## src/rtl/mmio_serial_port.sv

```systemverilog
// Memory-mapped serial port: TX/RX FIFOs between a register interface and a
// ready/valid character link, with loopback and sticky error flags.
module mmio_serial_port #(
    parameter int unsigned DATA_W   = 8,
    parameter int unsigned TX_DEPTH = 4,
    parameter int unsigned RX_DEPTH = 4
) (
    input  logic              clock,
    input  logic              reset,
    input  logic [1:0]        addr,
    input  logic [31:0]       wdata,
    input  logic              we,
    input  logic              re,
    output logic [31:0]       rdata,
    output logic [DATA_W-1:0] serial_out,
    output logic              serial_wren_out,
    input  logic              serial_ready_in,
    input  logic [DATA_W-1:0] serial_in,
    input  logic              serial_valid_in,
    output logic              serial_rden_out
);

    localparam int unsigned TX_AW = $clog2(TX_DEPTH);
    localparam int unsigned RX_AW = $clog2(RX_DEPTH);
    localparam int unsigned TX_CW = TX_AW + 1;
    localparam int unsigned RX_CW = RX_AW + 1;

    localparam logic [1:0] A_TXDATA = 2'd0;
    localparam logic [1:0] A_RXDATA = 2'd1;
    localparam logic [1:0] A_STATUS = 2'd2;
    localparam logic [1:0] A_CTRL   = 2'd3;

    logic [DATA_W-1:0] tx_mem [TX_DEPTH];
    logic [DATA_W-1:0] rx_mem [RX_DEPTH];
    logic [TX_AW-1:0]  tx_wr_ptr, tx_rd_ptr;
    logic [RX_AW-1:0]  rx_wr_ptr, rx_rd_ptr;
    logic [TX_CW-1:0]  tx_count;
    logic [RX_CW-1:0]  rx_count;
    logic              loopback, tx_overflow, rx_underflow;

    logic tx_full, tx_empty, rx_full, rx_empty;
    logic tx_push, tx_pop, rx_push, rx_pop;
    logic tx_ovf_set, rx_udf_set, flag_clear, ctrl_wr;
    logic [DATA_W-1:0] tx_head, rx_head, rx_push_data;
    logic wdata_unused;

    assign wdata_unused = ^wdata[31:2];

    assign tx_full  = (tx_count == TX_CW'(TX_DEPTH));
    assign tx_empty = (tx_count == '0);
    assign rx_full  = (rx_count == RX_CW'(RX_DEPTH));
    assign rx_empty = (rx_count == '0);
    assign tx_head  = tx_mem[tx_rd_ptr];
    assign rx_head  = rx_mem[rx_rd_ptr];

    // Full/empty are judged on cycle-start counts, so a drain never rescues a full write.
    assign tx_push    = we && (addr == A_TXDATA) && !tx_full;
    assign tx_ovf_set = we && (addr == A_TXDATA) && tx_full;
    assign tx_pop     = !tx_empty && (loopback ? !rx_full : serial_ready_in);
    assign serial_rden_out = serial_valid_in && !rx_full && !loopback;
    assign rx_push      = serial_rden_out || (loopback && !tx_empty && !rx_full);
    assign rx_push_data = loopback ? tx_head : serial_in;
    assign rx_pop     = re && (addr == A_RXDATA) && !rx_empty;
    assign rx_udf_set = re && (addr == A_RXDATA) && rx_empty;
    assign ctrl_wr    = we && (addr == A_CTRL);
    assign flag_clear = ctrl_wr && wdata[1];

    // FIFO storage needs no reset; validity is tracked by the counts.
    always_ff @(posedge clock) begin
        if (tx_push) tx_mem[tx_wr_ptr] <= wdata[DATA_W-1:0];
        if (rx_push) rx_mem[rx_wr_ptr] <= rx_push_data;
    end

    always_ff @(posedge clock or negedge reset) begin
        if (!reset) begin
            tx_wr_ptr       <= '0;
            tx_rd_ptr       <= '0;
            tx_count        <= '0;
            rx_wr_ptr       <= '0;
            rx_rd_ptr       <= '0;
            rx_count        <= '0;
            serial_out      <= '0;
            serial_wren_out <= 1'b0;
            loopback        <= 1'b0;
            tx_overflow     <= 1'b0;
            rx_underflow    <= 1'b0;
        end else begin
            if (tx_push) tx_wr_ptr <= tx_wr_ptr + TX_AW'(1);
            if (tx_pop)  tx_rd_ptr <= tx_rd_ptr + TX_AW'(1);
            if (tx_push && !tx_pop)      tx_count <= tx_count + TX_CW'(1);
            else if (!tx_push && tx_pop) tx_count <= tx_count - TX_CW'(1);

            if (rx_push) rx_wr_ptr <= rx_wr_ptr + RX_AW'(1);
            if (rx_pop)  rx_rd_ptr <= rx_rd_ptr + RX_AW'(1);
            if (rx_push && !rx_pop)      rx_count <= rx_count + RX_CW'(1);
            else if (!rx_push && rx_pop) rx_count <= rx_count - RX_CW'(1);

            serial_wren_out <= tx_pop && !loopback;
            if (tx_pop && !loopback) serial_out <= tx_head;

            if (ctrl_wr) loopback <= wdata[0];
            // A same-cycle set wins over the clear.
            tx_overflow  <= tx_ovf_set || (tx_overflow && !flag_clear);
            rx_underflow <= rx_udf_set || (rx_underflow && !flag_clear);
        end
    end

    always_comb begin
        rdata = '0;
        case (addr)
            A_RXDATA: rdata = rx_empty ? 32'd0 : 32'(rx_head);
            A_STATUS: rdata = {8'd0, 8'(rx_count), 8'(tx_count), 2'b00,
                               rx_underflow, tx_overflow,
                               rx_empty, rx_full, tx_empty, tx_full};
            A_CTRL:   rdata = {31'd0, loopback};
            default:  rdata = '0;
        endcase
    end

endmodule

```

## config.mk

```make
export PLATFORM = sky130hd
export DESIGN_NAME = mmio_serial_port
export DESIGN_NICKNAME = d
export VERILOG_FILES = /design/src/rtl/mmio_serial_port.sv
export SDC_FILE = /design/constraint.sdc
export NUM_CORES = 1
export LEC_CHECK = 0
export BUFFER_PORTS_ARGS = -buffer_cell sky130_fd_sc_hd__buf_4
export CORE_MARGIN = 2
export CORE_UTILIZATION = 54
export CTS_CLUSTER_SIZE = 30
export DETAILED_ROUTE_END_ITERATION = 7
export GPL_TIMING_DRIVEN = 0
export PLACE_DENSITY_LB_ADDON = 0.05
export SYNTH_ARGS = -nofsm -noshare
export SYNTH_HDL_FRONTEND = slang
export SYNTH_SLANG_ARGS = --single-unit
```

## constraint.sdc

```tcl
create_clock -name clock -period 2.6 [get_ports clock]
set_clock_uncertainty 0.2 [all_clocks]
set_input_delay 0 -clock clock [delete_from_list [all_inputs] [get_ports clock]]
set_output_delay 0 -clock clock [all_outputs]
set_load 0.02 [all_outputs]
```

-- Word level (Yosys, flattened, before mapping)
Memories as Yosys holds them, arrays and structs flattened.
Index checks and enable logic that the tools add are counted.
- add/subtract/negate cells: 8
- eq/ne operators: 5
- muxes and demuxes: 12
- reductions and logical operators: 38
- operators by type and width (cell ; number):
    case mux 19 bit (3 select lines) ; 1
    logical AND 1 bit ; 20
    2-to-1 mux 8 bit ; 2
    2-to-1 mux 3 bit ; 4
    zero test 1 bit ; 10
    adder 2 x 1 -> 2 bit (second input constant) ; 4
    adder 3 x 1 -> 3 bit (second input constant) ; 2
    equality test 3 bit (second input constant) ; 2
    zero test 3 bit ; 2
    subtractor 3 x 1 -> 3 bit (second input constant) ; 2
    2-to-1 mux 1 bit ; 5
    equality test 2 bit (second input constant) ; 2
    nonzero test 2 bit ; 2
    logical OR 1 bit ; 3
    equality test 2 x 1 -> 1 bit (second input constant) ; 1
    zero test 2 bit ; 1
- flip-flop bits (word level): 26
- bits in writable memories: 64
- input port bits: 48
- output and inout port bits: 42
- word-level logic and storage cells: 76
- memories kept: 2
- memory list (memory ; words ; bits a word ; rd ports ; clocked after memory_dff ; write ports ; RTL line ; RTL):
    rx_mem ; 4 ; 8 ; 1 ; 0 ; 1 ; 34 ; logic [DATA_W-1:0] rx_mem [RX_DEPTH];
    tx_mem ; 4 ; 8 ; 1 ; 0 ; 1 ; 33 ; logic [DATA_W-1:0] tx_mem [TX_DEPTH];

-- Logic depth before layout (Yosys ltp)
Gate-level depths: netlist of the first run.
- word-level depth: 9
- depth in mapped cells: 9

-- Least setup slack after synthesis of the first run
Ideal clock, no wire load.
- kind: register -> register
- start: reg tx_count[2]
- end: reg tx_count[2]
- library setup time: 0.079 ns
- data arrival time: 1.999 ns
- required time: 2.321 ns
- setup slack: 0.322 ns
- stages on the path, launching flop included: 9
- path buffers: 0
- period minus slack after synthesis: 2.278 ns
- cell sequence: dfrtp_1 nor3b_2 nor4b_4 ha_1 inv_1 fa_1 xor2_1 nor2_1 xor2_1
- cells in the longest elaborated chain, start to end: 6
- RTL lines (element ; RTL line ; RTL):
    start: declaration ; 37 ; logic [TX_CW-1:0] tx_count;
    start signal: assignment ; 90 ; if (tx_push && !tx_pop) tx_count <= tx_count + TX_CW'(1);
    start signal: assignment ; 91 ; else if (!tx_push && tx_pop) tx_count <= tx_count - TX_CW'(1);
    equality test 3 bit (*) ; 49 ; assign tx_full = (tx_count == TX_CW'(TX_DEPTH));
    zero test 1 bit (*) ; 57 ; assign tx_push = we && (addr == A_TXDATA) && !tx_full;
    logical AND 1 bit (*) ; 57 ;
    named net tx_push ; 42 ; logic tx_push, tx_pop, rx_push, rx_pop;
    zero test 1 bit ; 91 ;
    logical AND 1 bit ; 91 ;
    nonzero test 2 bit (no line) ; - ;
The timed path passes the listed nets; every way through them passes the cells marked *. The select of a mux whose other input is x is not followed.
A chain may end at the register's enable or synchronous reset.

-- Worst setup path after layout of the first run
- start: reg rx_count[0]
- end: reg rx_underflow
- cells in the longest elaborated chain, start to end: 3
- RTL lines (element ; RTL line ; RTL):
    start: declaration ; 38 ; logic [RX_CW-1:0] rx_count;
    start signal: assignment ; 95 ; if (rx_push && !rx_pop) rx_count <= rx_count + RX_CW'(1);
    start signal: assignment ; 96 ; else if (!rx_push && rx_pop) rx_count <= rx_count - RX_CW'(1);
    zero test 3 bit ; 52 ; assign rx_empty = (rx_count == '0);
    logical AND 1 bit ; 64 ; assign rx_udf_set = re && (addr == A_RXDATA) && rx_empty;
    logical OR 1 bit ; 104 ; rx_underflow <= rx_udf_set || (rx_underflow && !flag_clear);
    end signal: assignment ; 104 ;
    end: declaration ; 39 ; logic loopback, tx_overflow, rx_underflow;
No other way between the ends.

==> results of run 1 <==
## power breakdown
group / internal [W] / total, W / switching, W
clock: 0.000543 / 0.00102 / 0.000476
combinational: 0.00101 / 0.00200 / 0.000985
sequential: 0.00200 / 0.00222 / 0.000223
## synth_stat cells, drive strengths merged (4+ instances only)
library cell   n  area, um2
ha            10        125
xnor2          7       61.3
and2          14       93.8
nor2           4       15.0
dfrtp         26        651
edfxtp        64       1920
nor3b          4       45.1
a22o           6       52.6
xor2           5       43.8
mux4          16        360
mux2          22        282
inv            7       26.3
buf           24        180
## critical path, delay by kind of cell, from the launching register on
| family | cells | cell delay, ps |
|---|---|---|
| AOI/OAI and AO/OA | 2 | 260 |
| DFF | 1 | 490 |
| buffers and inverters | 2 | 1140 |
| and+or+nand+nor | 1 | 330 |
## worst min path at each step
| stage | endpoint | slack [ps] | cells after the start |
|---|---|---|---|
| global route | tx_mem[3][2]$_DFFE_PP_ | 180 | 2 |
| CTS | tx_mem[2][4]$_DFFE_PP_ | 170 | 2 |
| detailed placement | tx_count[0]$_DFFE_PN0P_ | -250 | 1 |
| floorplan | loopback$_DFFE_PN0P_ | -500 | 0 |
| global placement | tx_count[1]$_DFFE_PN0P_ | -250 | 1 |
| finish | tx_mem[2][4]$_DFFE_PP_ | 190 | 2 |
## routing by layer
metal	wire length, um	part of all wire, %	up-vias
li1	-	-	1061
met1	3280	43	1135
met3	410	5.4	10
met4	109	1.4	0
met2	3760	50	81
met5	0	0	-
## logic make-up after synthesis
logic type / count (synthesis)
xor gates and xnor gates: 12
buffers and inverters: 34
and+or+nand+nor: 37
adders and majority gates: 12
other: 1
DFF: 90
muxes: 38
AOI/OAI and AO/OA: 14
## registers in the layout, summed over array words and instances, names as in the netlist
| register | cells |
|---|---|
| serial_out | 8 |
| serial_wren_out | 1 |
| tx_wr_ptr | 2 |
| tx_mem | 32 |
| rx_mem | 32 |
| rx_rd_ptr | 2 |
| loopback | 1 |
| tx_rd_ptr | 2 |
| rx_wr_ptr | 2 |
| rx_count | 3 |
| rx_underflow | 1 |
| tx_count | 3 |
| tx_overflow | 1 |
## final cells by class
| cell class | count | share of cell area (%) |
|---|---|---|
| Tap cell | 99 | 2.39 |
| Timing Repair Buffer | 77 | 12.8 |
| Sequential cell | 90 | 49.7 |
| Clock buffer | 10 | 2.47 |
| Inverter | 7 | 0.508 |
| Clock inverter | 6 | 1.72 |
| Multi-Input combinational cell | 131 | 26.6 |
| Buffer | 27 | 3.75 |
## timing repair
item | 4_1_cts | 5_1_grt
endpoints found under the setup margin | 0 | 5
buffers inserted | 0 | 2
resized for setup | 0 | 6
hold endpoints to repair | 102 | 0
hold buffers | 29 | 0
## per-stage QoR
stage,area (um2),instances,worst slack [ps],power [W]
after floorplan,4160,255,322,0.00362
after global placement,4620,400,89.2,0.00414
after detailed placement,4620,400,45.7,0.00420
after CTS,5140,445,0.924,0.00526
after global routing,5170,447,4.25,0.00555
final,5170,447,109,0.00524
==> run summary, run 1 <==
The met3 track demand over resource came out at 4.73%. The post-route worst hold slack came out at 188 ps. The count of filler cells inserted in the layout came out at 494. The global routing stage identified its most utilized layer as met2.

Of the available clock period, the critical path in the final layout requires 95.8%. The overflow left after global routing is 0. Setup violations remaining at the end of the flow were counted as 0. Counting every sink on the clock net gives 90. The total wire length after detailed routing came out at around 7600 um. By area, the combinational part of the netlist is dominated by multiplexers. The share of the yosys chip area belonging to registers is between 60% and 70%. The normalized max-slew margin came out at around three fifths.

The total number of H-tree levels is 3. The final route contains 2287 vias. The clock root buffer is sky130_fd_sc_hd__clkbuf_8. The horizontal die dimension is 91.0 um. The first TritonRoute pass finished after 4 iterations. The share of the core filled with cells in the final layout is roughly 71%. The global-route track usage on met1 is between 20% and 30%.

For this run, the top clock speed supported by timing is roughly 400 MHz. The core footprint is 7290 um2. After detailed routing, the number of remaining DRC violations is 0. The post-synthesis mux area share came out at approximately 16%.

The path class of the tightest hold or removal check is in -> reg. The register area is 2570 um2. The number of antenna diodes in the final layout is 0.

The most critical setup path has its endpoint at rx_underflow$_DFF_PN0_. The total CTS buffers is 9. The global-route track usage on met2 is 31.7%. The worst setup path is captured at a flop.

Leaving out fill and tap cells, the most frequent cell in the layout is sky130_fd_sc_hd__buf_4. The maximum fanout along the worst path came out at 6. The worst register-to-register path ends at rx_underflow$_DFF_PN0_. The post-layout net count came out at between 400 and 500. At the worst endpoint, the required time is 2680 ps. TritonCTS built the clock tree. The worst voltage drop across the vdd grid is 0.642 mV.

The start point of the critical path is rx_count[0]$_DFFE_PN0P_. The startpoint of the most critical hold path is wdata[4]. The slew at the pin closest to its max-slew limit is 608 ps. In the synthesized netlist the dominant register cell turns out to be sky130_fd_sc_hd__edfxtp_1. The die boundary height is 91.0 um. The ratio of cells with drive above 1 in the final layout is 39.7%. In this run, distinct cell masters in the synthesized netlist total 38. The global-route wire length before repair came out at 12300 um. The number of buffers on the longest clock path came out at 2. The average wire per cell in the routed design is ~17 um. During I/O placement, the number of pins put on the boundary was 90.

Summing the areas of all fa, ha and maj instances in the mapped netlist gives 4.04% of the synthesized area. The post-layout minimum cycle time came out at 2490 ps. Walking the worst path, the cells encountered are nor3_2 > a31oi_1 > dlygate4sd3_1 > a21oi_1 > dlygate4sd3_1. The number of instances in the synthesized netlist is 238.

The complex-gate fraction of the synthesized area came out at roughly 2.8%. Setup repair after global routing left no endpoint under its margin. Setup slack on the worst reg-to-reg path comes out at about 110 ps. Among all stages on the critical path, the largest delay is contributed by sky130_fd_sc_hd__dlygate4sd3_1.

The number of synthesized register bits is 90. The final RePlAce weighted congestion came out at 0.764. In this run the critical register-to-register path is launched from rx_count[0]$_DFFE_PN0P_.

The worst-case reg-to-reg path depth is 5. The aggregate global-route resource usage is 19.8%. Summing the areas of all and, or, nand and nor instances in the mapped netlist gives 6.57% of the synthesized area. The combined area of the multi-input logic cells is 1380 um2. The flow ran to the end, and the final reports show no timing, DRC or antenna violations. The final number of max-transition violations came out at 0. The most prevalent standard cell on the critical path is sky130_fd_sc_hd__dlygate4sd3_1. Counting flops with an async set or reset pin after synthesis yields a share of between 20 and 30%. The worst setup path is launched from a flop. The final number of hold-violating endpoints is 0. The maximum number of pins on one net before global-route repair came out at 27. The die covers around 8300 um2. The violation count after the first detailed-route iteration came out at around 100. Summed over all cells, the static leakage comes to between 2 and 2.5 nW. The synthesized design contains 64 enable-type register cells. The Yosys warning count came out at 0. During placement, the flow inserted port buffers numbering 46. The ratio of total power to cell area came out at 1010 nW/um2.

The delay of the slowest cell on the worst path is 580 ps. The worst setup path is of the reg -> reg kind. The xor/xnor share of the synthesized area is under 10%. The number of global-route vias before repair came out at 2362. The data arrival time at the worst-slack endpoint came out at around 2600 ps.

The final antenna-violating net count is 0. The register clock-pin slew on the reported worst setup and hold paths came out at 90 ps. The sum of net half-perimeters after detailed placement is 5080 um. Once the floorplan was initialized, standard cells occupied a little under three fifths of the core.

The area growth from synthesis to final layout came out at 26.5%. Leaving out fill and tap cells, the most frequent cells in the layout are sky130_fd_sc_hd__buf_4 (68), sky130_fd_sc_hd__edfxtp_1 (64), sky130_fd_sc_hd__dlygate4sd3_1 (27), sky130_fd_sc_hd__dfrtp_1 (26), sky130_fd_sc_hd__conb_1 (18). For the worst-skew pair, the clock arrives at the later sink with an insertion delay of 350 ps.

The number of antenna violations at the first check in global routing is 0. In this run the core area contains 31 standard-cell rows. The post-synthesis instance area is 4090 um2. The average via count per standard cell came out at between 5 and 6. Max-cap violations in this run came to 0. The average cell area after synthesis came out at approximately 17 um2. The total negative slack for setup checks came out at 0 ps.
(Power assumes the default switching activity.)
==> inputs of run 2 (changes only) <==
--- a/config.mk
+++ b/config.mk
@@ -9,4 +9,5 @@
 export CORE_MARGIN = 2
 export CORE_UTILIZATION = 54
+export CTS_BUF_LIST = sky130_fd_sc_hd__clkbuf_16
 export CTS_CLUSTER_SIZE = 30
 export DETAILED_ROUTE_END_ITERATION = 7
--- a/constraint.sdc
+++ b/constraint.sdc
@@ -3,3 +3,3 @@
 set_input_delay 0 -clock clock [delete_from_list [all_inputs] [get_ports clock]]
 set_output_delay 0 -clock clock [all_outputs]
-set_load 0.02 [all_outputs]
+set_load 0.01 [all_outputs]
==> run summary, run 2 (synthesis results as in run 1) <==
The run finished with clean final reports. The kind of cell adding the most delay to the critical path is buffers and inverters. The post-layout net count was 401 (-0.50%). The most prevalent standard cell on the critical path is sky130_fd_sc_hd__dlygate4sd3_1. The ratio of total power to cell area came out at 1040 nW/um2 (+2.8%).

The maximum number of pins on one net before global-route repair came out at 27 (unchanged). The die boundary height came out at 91.0 um (unchanged). The number of sinks on the clock net came out at 90 (unchanged). The slew at the pin closest to its max-slew limit was 591 ps (-16.7 ps).

The top cell types in the final layout, fill and taps aside, are sky130_fd_sc_hd__buf_4 (67), sky130_fd_sc_hd__edfxtp_1 (64), sky130_fd_sc_hd__dlygate4sd3_1 (26), sky130_fd_sc_hd__dfrtp_1 (26), sky130_fd_sc_hd__conb_1 (18). The aggregate global-route resource usage came out at 19.6% (-0.12 points). The tree is rooted in a sky130_fd_sc_hd__clkbuf_16. The via count is 2245 (-1.8%). The count of endpoints failing setup in the final report was 0 (unchanged). The I/O pin total came to 90 (unchanged). The largest individual stage delay along the critical path comes from the cell sky130_fd_sc_hd__dlygate4sd3_1. The overflow left after global routing is 0 (unchanged). The sequential share of power came out at 40.8% (-1.6 points). The number of max-capacitance violations reported came to 0 (unchanged).

Setup repair after global routing left no endpoint under its margin. The violation count after the first detailed-route iteration is 89 (-14%). The clock insertion delay at the later pin of the skew report came to 340 ps (about the same). The category of the worst setup path launch point is a flop. The number of DRC violations after detailed routing is 0 (unchanged).

The critical path is of the reg -> reg type. The part of the power in the clock network is 24.9% (+5.5 points). The worst endpoint required time is 2660 ps (-20 ps). The worst voltage drop across the vdd grid is 0.650 mV (+1.2%). The startpoint of the most critical hold path is serial_valid_in.

The register clock-pin slew on the reported worst setup and hold paths came out at 60 ps (-30 ps). The delay of the slowest cell on the worst path came out at 580 ps (about the same). The ratio of cells with drive above 1 in the final layout is 39.6% (-0.060 points). The antenna diode count came out at 0 (unchanged).

The buffering stage count on the worst path with inverters included is 2 (unchanged). The total CTS buffers came out at 9 (unchanged). The initial standard-cell utilization of the core was 56.1% (unchanged). The finished layout cell area is 5250 um2 (+1.4%).

The final number of max-transition violations is 0 (unchanged). The core footprint was 7290 um2 (unchanged). The worst setup path is captured at a flop. The path class of the tightest hold or removal check is in -> reg. The port buffer count was 46 (unchanged). The area growth from synthesis to final layout came out at 28.3%.

The normalized max-slew margin is 60.6% (+1.1 points). The first-pass iteration count of the detailed router is 4 (unchanged). The data arrival time at the worst-slack endpoint is 2540 ps (-30 ps). The number of antenna violations at the first check in global routing is 0 (unchanged). The horizontal die dimension is 91.0 um (unchanged). The sum of net half-perimeters after detailed placement came out at 5080 um (unchanged). The critical path starts at rx_count[0]$_DFFE_PN0P_.

The switching share of power is 29.6% (-2.5 points). The leakage power is 2.12 nW (+1.3%). The largest registers in the layout are rx_mem: 32 flops, tx_mem: 32 flops, serial_out: 8 flops. The average via count per standard cell is 5.04 (-1.4%). The total wire length after detailed routing is 7450 um (-1.3%).

The final antenna-violating net count was 0 (unchanged). The area enclosed by the die boundary came out at 8290 um2 (unchanged). The total negative slack for setup checks is 0 ps (unchanged). Leaving out fill and tap cells, the most frequent cell in the layout is sky130_fd_sc_hd__buf_4. The net switching power figure was 0.00162 W (-4.0%). The number of placement rows is 31 (unchanged). The number of global-route vias before repair was 2334 (-1.2%). The number of buffers on the longest clock path is 2 (unchanged). The maximum fanout along the worst path is 6 (unchanged). The achievable clock frequency is 403 MHz (+0.27%).

The average wire per cell in the routed design is 16.8 um (-0.89%). The total number of H-tree levels is 3 (unchanged). The combinational cell fraction of total power came to 34.4% (-3.7 points).

The instance area after placement came out at 4620 um2 (unchanged). The final number of hold-violating endpoints came out at 0 (unchanged). The share of the core filled with cells in the final layout came out at 72.0% (+1.0 points). The portion of the clock cycle consumed by the worst path in the final layout was 95.5% (-0.26 points).

The post-layout minimum cycle time is 2480 ps (-6.75 ps). The worst register-to-register path begins at rx_count[0]$_DFFE_PN0P_. The final RePlAce weighted congestion came to 0.764 (unchanged).

Walking the worst path, the cells encountered are nor3_2 > a31oi_1 > dlygate4sd3_1 > a21oi_1 > dlygate4sd3_1. The internal power of the cells was 0.00385 W (+8.2%). The clock tree from TritonCTS is yes. The global-route wire length before repair was 12200 um (-0.68%).
run 2: changes by cell type in the layout (fill, tap and decap cells not counted):
cell	delta
sky130_fd_sc_hd__clkbuf_1	-1
sky130_fd_sc_hd__buf_2	+1
sky130_fd_sc_hd__clkbuf_16	+9
sky130_fd_sc_hd__nor2b_2	-1
sky130_fd_sc_hd__buf_4	-1
sky130_fd_sc_hd__clkbuf_8	-9
sky130_fd_sc_hd__dlygate4sd3_1	-1
sky130_fd_sc_hd__nor2b_1	+1
sky130_fd_sc_hd__dlymetal6s4s_1	-1
sky130_fd_sc_hd__inv_1	+1
run 2: routing by layer:
metal	global-route usage, %	vias to the layer above	wire (um)
li1	-	1059	-
met1	26.5	1104	3230
met2	31.3	69	3700
met3	4.81	13	395
met4	7.20	0	132
met5	0	-	0
run 2: final cells by class:
| type | count | area [um2] |
|---|---|---|
| well taps | 99 | 124 |
| multi-input cells | 131 | 1380 |
| clock buffers | 9 | 225 |
| fillers | 479 | 2040 |
| inverters | 7 | 26.3 |
| repair buffers | 75 | 641 |
| flip-flops and latches | 90 | 2570 |
| clock inverters | 7 | 92.6 |
| plain buffers | 27 | 191 |
run 2: final timing paths:
check,depth (start not counted),end,slack [ps]
setup / recovery,5,rx_underflow$_DFF_PN0_,120
hold / removal,5,rx_wr_ptr[0]$_DFFE_PN0P_,140
setup reg to reg,5,rx_underflow$_DFF_PN0_,120
hold reg to reg,1,serial_out[1]$_DFFE_PN0P_,310
max in group asynchronous,4,tx_overflow$_DFF_PN0_,1550
min in group asynchronous,4,serial_wren_out$_DFF_PN0_,480
run 2: stage by stage:
step	cells	power (W)	setup WS, ps	hold slack (ps)
3_5_place_dp	400	0.00409	45.7	-248
6_report	445	0.00547	116	141
2_1_floorplan	255	0.00352	322	-496
3_3_place_gp	400	0.00403	89.2	-246
5_1_grt	445	0.00578	10.9	172
4_1_cts	443	0.00549	26.8	26.6
run 2: tightest hold or removal path, stage by stage:
cell                       delay, ps
sky130_fd_sc_hd__buf_4            80
sky130_fd_sc_hd__nor2_1           50
sky130_fd_sc_hd__a211oi_4        240
sky130_fd_sc_hd__buf_4           190
sky130_fd_sc_hd__xnor2_1          60
run 2: timing repair:
item	in CTS	in global routing
resized for setup	0	2
endpoints found under the setup margin	0	4
setup buffers	0	2
hold buffers	27	0
endpoints found under the hold margin	101	0
run 2: power groups by stage:
stage / sequential [W] / clock, W / combinational (W)
detailed placement: 0.00225 / 0 / 0.00184
global placement: 0.00223 / 0 / 0.00180
CTS: 0.00222 / 0.00138 / 0.00189
finish: 0.00223 / 0.00136 / 0.00188
global route: 0.00228 / 0.00145 / 0.00206
floorplan: 0.00222 / 0 / 0.00129
==> inputs of run 3 (changes only) <==
Settings changed: SETUP_SLACK_MARGIN from default to 0.2.
==> run summary, run 3 (synthesis results as in run 1) <==
The worst endpoint required time came to 2650 ps (about the same). The largest registers in the layout are rx_mem: 32 flops, tx_mem: 32 flops, serial_out: 8 flops. The root buffer cell chosen for the clock tree is sky130_fd_sc_hd__clkbuf_16. The global-route wire length before repair is 12200 um (+0.22%). The most common cell after layout, fill and taps aside is sky130_fd_sc_hd__buf_4.

The aggregate global-route resource usage came out at 19.6% (unchanged). The number of antenna violations at the first check in global routing is 0 (unchanged). The clock insertion delay at the later pin of the skew report came to 340 ps (about the same).

The count of filler cells inserted in the layout came to 466 (-2.7%). The post-route worst hold slack is 98.3 ps (-42.4 ps). Leaving out fill and tap cells, the most frequent cells in the layout are sky130_fd_sc_hd__buf_4 (74), sky130_fd_sc_hd__edfxtp_1 (64), sky130_fd_sc_hd__dlygate4sd3_1 (25), sky130_fd_sc_hd__dfrtp_1 (21), sky130_fd_sc_hd__conb_1 (18). The power consumption came out at 0.00559 W (+2.3%). The number of DRC violations after detailed routing is 0 (unchanged).

The slack of the worst reg-to-reg path is 290 ps (+170 ps). The core footprint is 7290 um2 (unchanged). The horizontal die dimension is 91.0 um (unchanged). The final number of max-transition violations came to 0 (unchanged). The number of global-route vias before repair came out at 2335 (+0.043%).

The final number of hold-violating endpoints came out at 0 (unchanged). The run finished with clean final reports. The worst-case reg-to-reg path depth was 8 (+3). The portion of the clock cycle consumed by the worst path in the final layout came out at 89.0% (-6.6 points). The average via count per standard cell was 5.05 (about the same). The total number of H-tree levels came to 3 (unchanged). The post-layout net count came to 408 (+1.7%).

The leakage power is 2.15 nW (+1.4%). The hold path depth came out at 5 (unchanged). The worst voltage drop across the vdd grid came out at 0.651 mV (+0.15%). The delay of the slowest cell on the worst path was 440 ps (-140 ps). The number of buffers on the longest clock path came out at 2 (unchanged). Traced cell by cell, the critical path runs through nor3b_2 > nor4b_4 > ha_2 > inv_1 > fa_1 > xor2_1 > nor2_1 > xor2_1. The buffering stage count on the worst path with inverters included is 1 (-1). The total negative slack for setup checks is 0 ps (unchanged). The final antenna-violating net count came to 0 (unchanged). The first-pass iteration count of the detailed router came to 4 (unchanged). The via count came to 2282 (+1.6%). The register clock-pin slew on the reported worst setup and hold paths is 60 ps (about the same). The die boundary height is 91.0 um (unchanged). The port buffer count is 46 (unchanged). The I/O pin total is 90 (unchanged).

The maximum number of pins on one net before global-route repair came to 27 (unchanged). The number of placement rows is 31 (unchanged). The ratio of total power to cell area came out at 1050 nW/um2 (+0.77%).

The critical path is of the reg -> reg type. The finished layout cell area is 5330 um2 (+1.5%). The count of endpoints failing setup in the final report came out at 0 (unchanged).

The ratio of cells with drive above 1 in the final layout came out at 43.6% (+4.0 points). The final RePlAce weighted congestion came out at 0.764 (unchanged). The depth of the critical timing path with buffers and inverters included was 8 (+3). The total wire length after detailed routing came out at 7510 um (+0.78%). The normalized max-slew margin is 60.9% (+0.28 points).

The data arrival time at the worst-slack endpoint came out at 2360 ps (-180 ps). The largest individual stage delay along the critical path comes from the cell sky130_fd_sc_hd__dfrtp_2. The number of sinks on the clock net is 90 (unchanged).

In this design, the critical path's most frequently occurring cell is sky130_fd_sc_hd__xor2_1. Setup repair after global routing left no endpoint under its margin. The total placed cells including tap cells is 400 (unchanged). The non-filler instance count after layout is 452 (+1.6%). The antenna diode count is 0 (unchanged). The sum of net half-perimeters after detailed placement came out at 5080 um (unchanged). The maximum fanout along the worst path came out at 4 (-2). The violation count after the first detailed-route iteration is 94 (+5.6%). The slew at the pin closest to its max-slew limit came out at 587 ps (-4.23 ps). The category of the worst setup path launch point is a flop. The number of max-capacitance violations reported came out at 0 (unchanged).

The total CTS buffers is 9 (unchanged). The tightest min-delay check is of the in -> reg type. The kind of end point of the critical path is a flop. The area growth from synthesis to final layout came out at 30.3%. The achievable clock frequency came out at 432 MHz (+7.4%). The instance area after placement is 4620 um2 (unchanged).

The overflow left after global routing is 0 (unchanged). The area enclosed by the die boundary came out at 8290 um2 (unchanged). TritonCTS built the clock tree. The cell family contributing the most delay on the critical path is adder cells. The initial standard-cell utilization of the core is 56.1% (unchanged).

The average wire per cell in the routed design is 16.6 um (-0.78%). The post-layout minimum cycle time was 2310 ps (-171 ps).
==> run 3: changes by cell type in the layout (fill, tap and decap cells not counted), moves of 2 or more <==
cell and change:
sky130_fd_sc_hd__ha_1 -2, sky130_fd_sc_hd__dfrtp_1 -5, sky130_fd_sc_hd__buf_4 +7, sky130_fd_sc_hd__dfrtp_2 +5, sky130_fd_sc_hd__ha_2 +2
==> run 3: area by class of cell <==
type,instances,area [um2],area share [%]
well taps,99,124,2.32
inverters,7,26.3,0.493
repair buffers,82,703,13.2
plain buffers,27,191,3.59
clock buffers,9,225,4.23
multi-input cells,131,1390,26.1
flip-flops and latches,90,2580,48.4
clock inverters,7,92.6,1.74
==> run 3: report_power, final <==
group / total (W) / switching (W) / internal, W
clock: 0.00136 / 0.000522 / 0.000840
sequential: 0.00222 / 0.000210 / 0.00201
combinational: 0.00201 / 0.000913 / 0.00110
total: 0.00559 / 0.00164 / 0.00395
==> run 3: through the flow <==
step	utilization (%)	worst slack (ps)
5_1_grt	73.1	186
3_3_place_gp	63.4	89.2
3_5_place_dp	63.4	45.7
2_1_floorplan	-	322
6_report	73.1	287
4_1_cts	72.0	243
==> run 3: routing by layer <==
| metal | track usage [%] | wire length (um) | part of all wire (%) | vias up |
|---|---|---|---|---|
| li1 | - | - | - | 1076 |
| met1 | 26.6 | 3260 | 43 | 1116 |
| met2 | 31.2 | 3690 | 49 | 77 |
| met3 | 4.81 | 425 | 5.7 | 13 |
| met4 | 7.20 | 132 | 1.8 | 0 |
| met5 | 0 | 0 | 0 | - |
==> run 3: tightest hold or removal path: cells and delay by family <==
family | cells | cell delay, ps
buf+inv | 2 | 280
compound gates | 1 | 190
xor+xnor | 1 | 60
simple gates | 1 | 50
==> run 3: path summary, 6_finish.rpt <==
check                                           from                        end
setup / recovery             tx_count[2]$_DFFE_PN0P_    tx_count[2]$_DFFE_PN0P_
max in group asynchronous                      reset    rx_count[0]$_DFFE_PN0P_
hold reg to reg            serial_out[1]$_DFFE_PN0P_  serial_out[1]$_DFFE_PN0P_
min in group asynchronous                      reset  serial_wren_out$_DFF_PN0_
hold / removal                       serial_valid_in   rx_wr_ptr[0]$_DFFE_PN0P_
setup reg to reg             tx_count[2]$_DFFE_PN0P_    tx_count[2]$_DFFE_PN0P_
==> run 3: timing repair <==
| item | CTS | global route |
|---|---|---|
| endpoints found under the setup margin | 4 | 2 |
| buffers inserted | 3 | 7 |
| hold buffers | 26 | 0 |
| pin swaps | 4 | 7 |
| gates resized for setup | 3 | 8 |
| endpoints found under the hold margin | 100 | 0 |
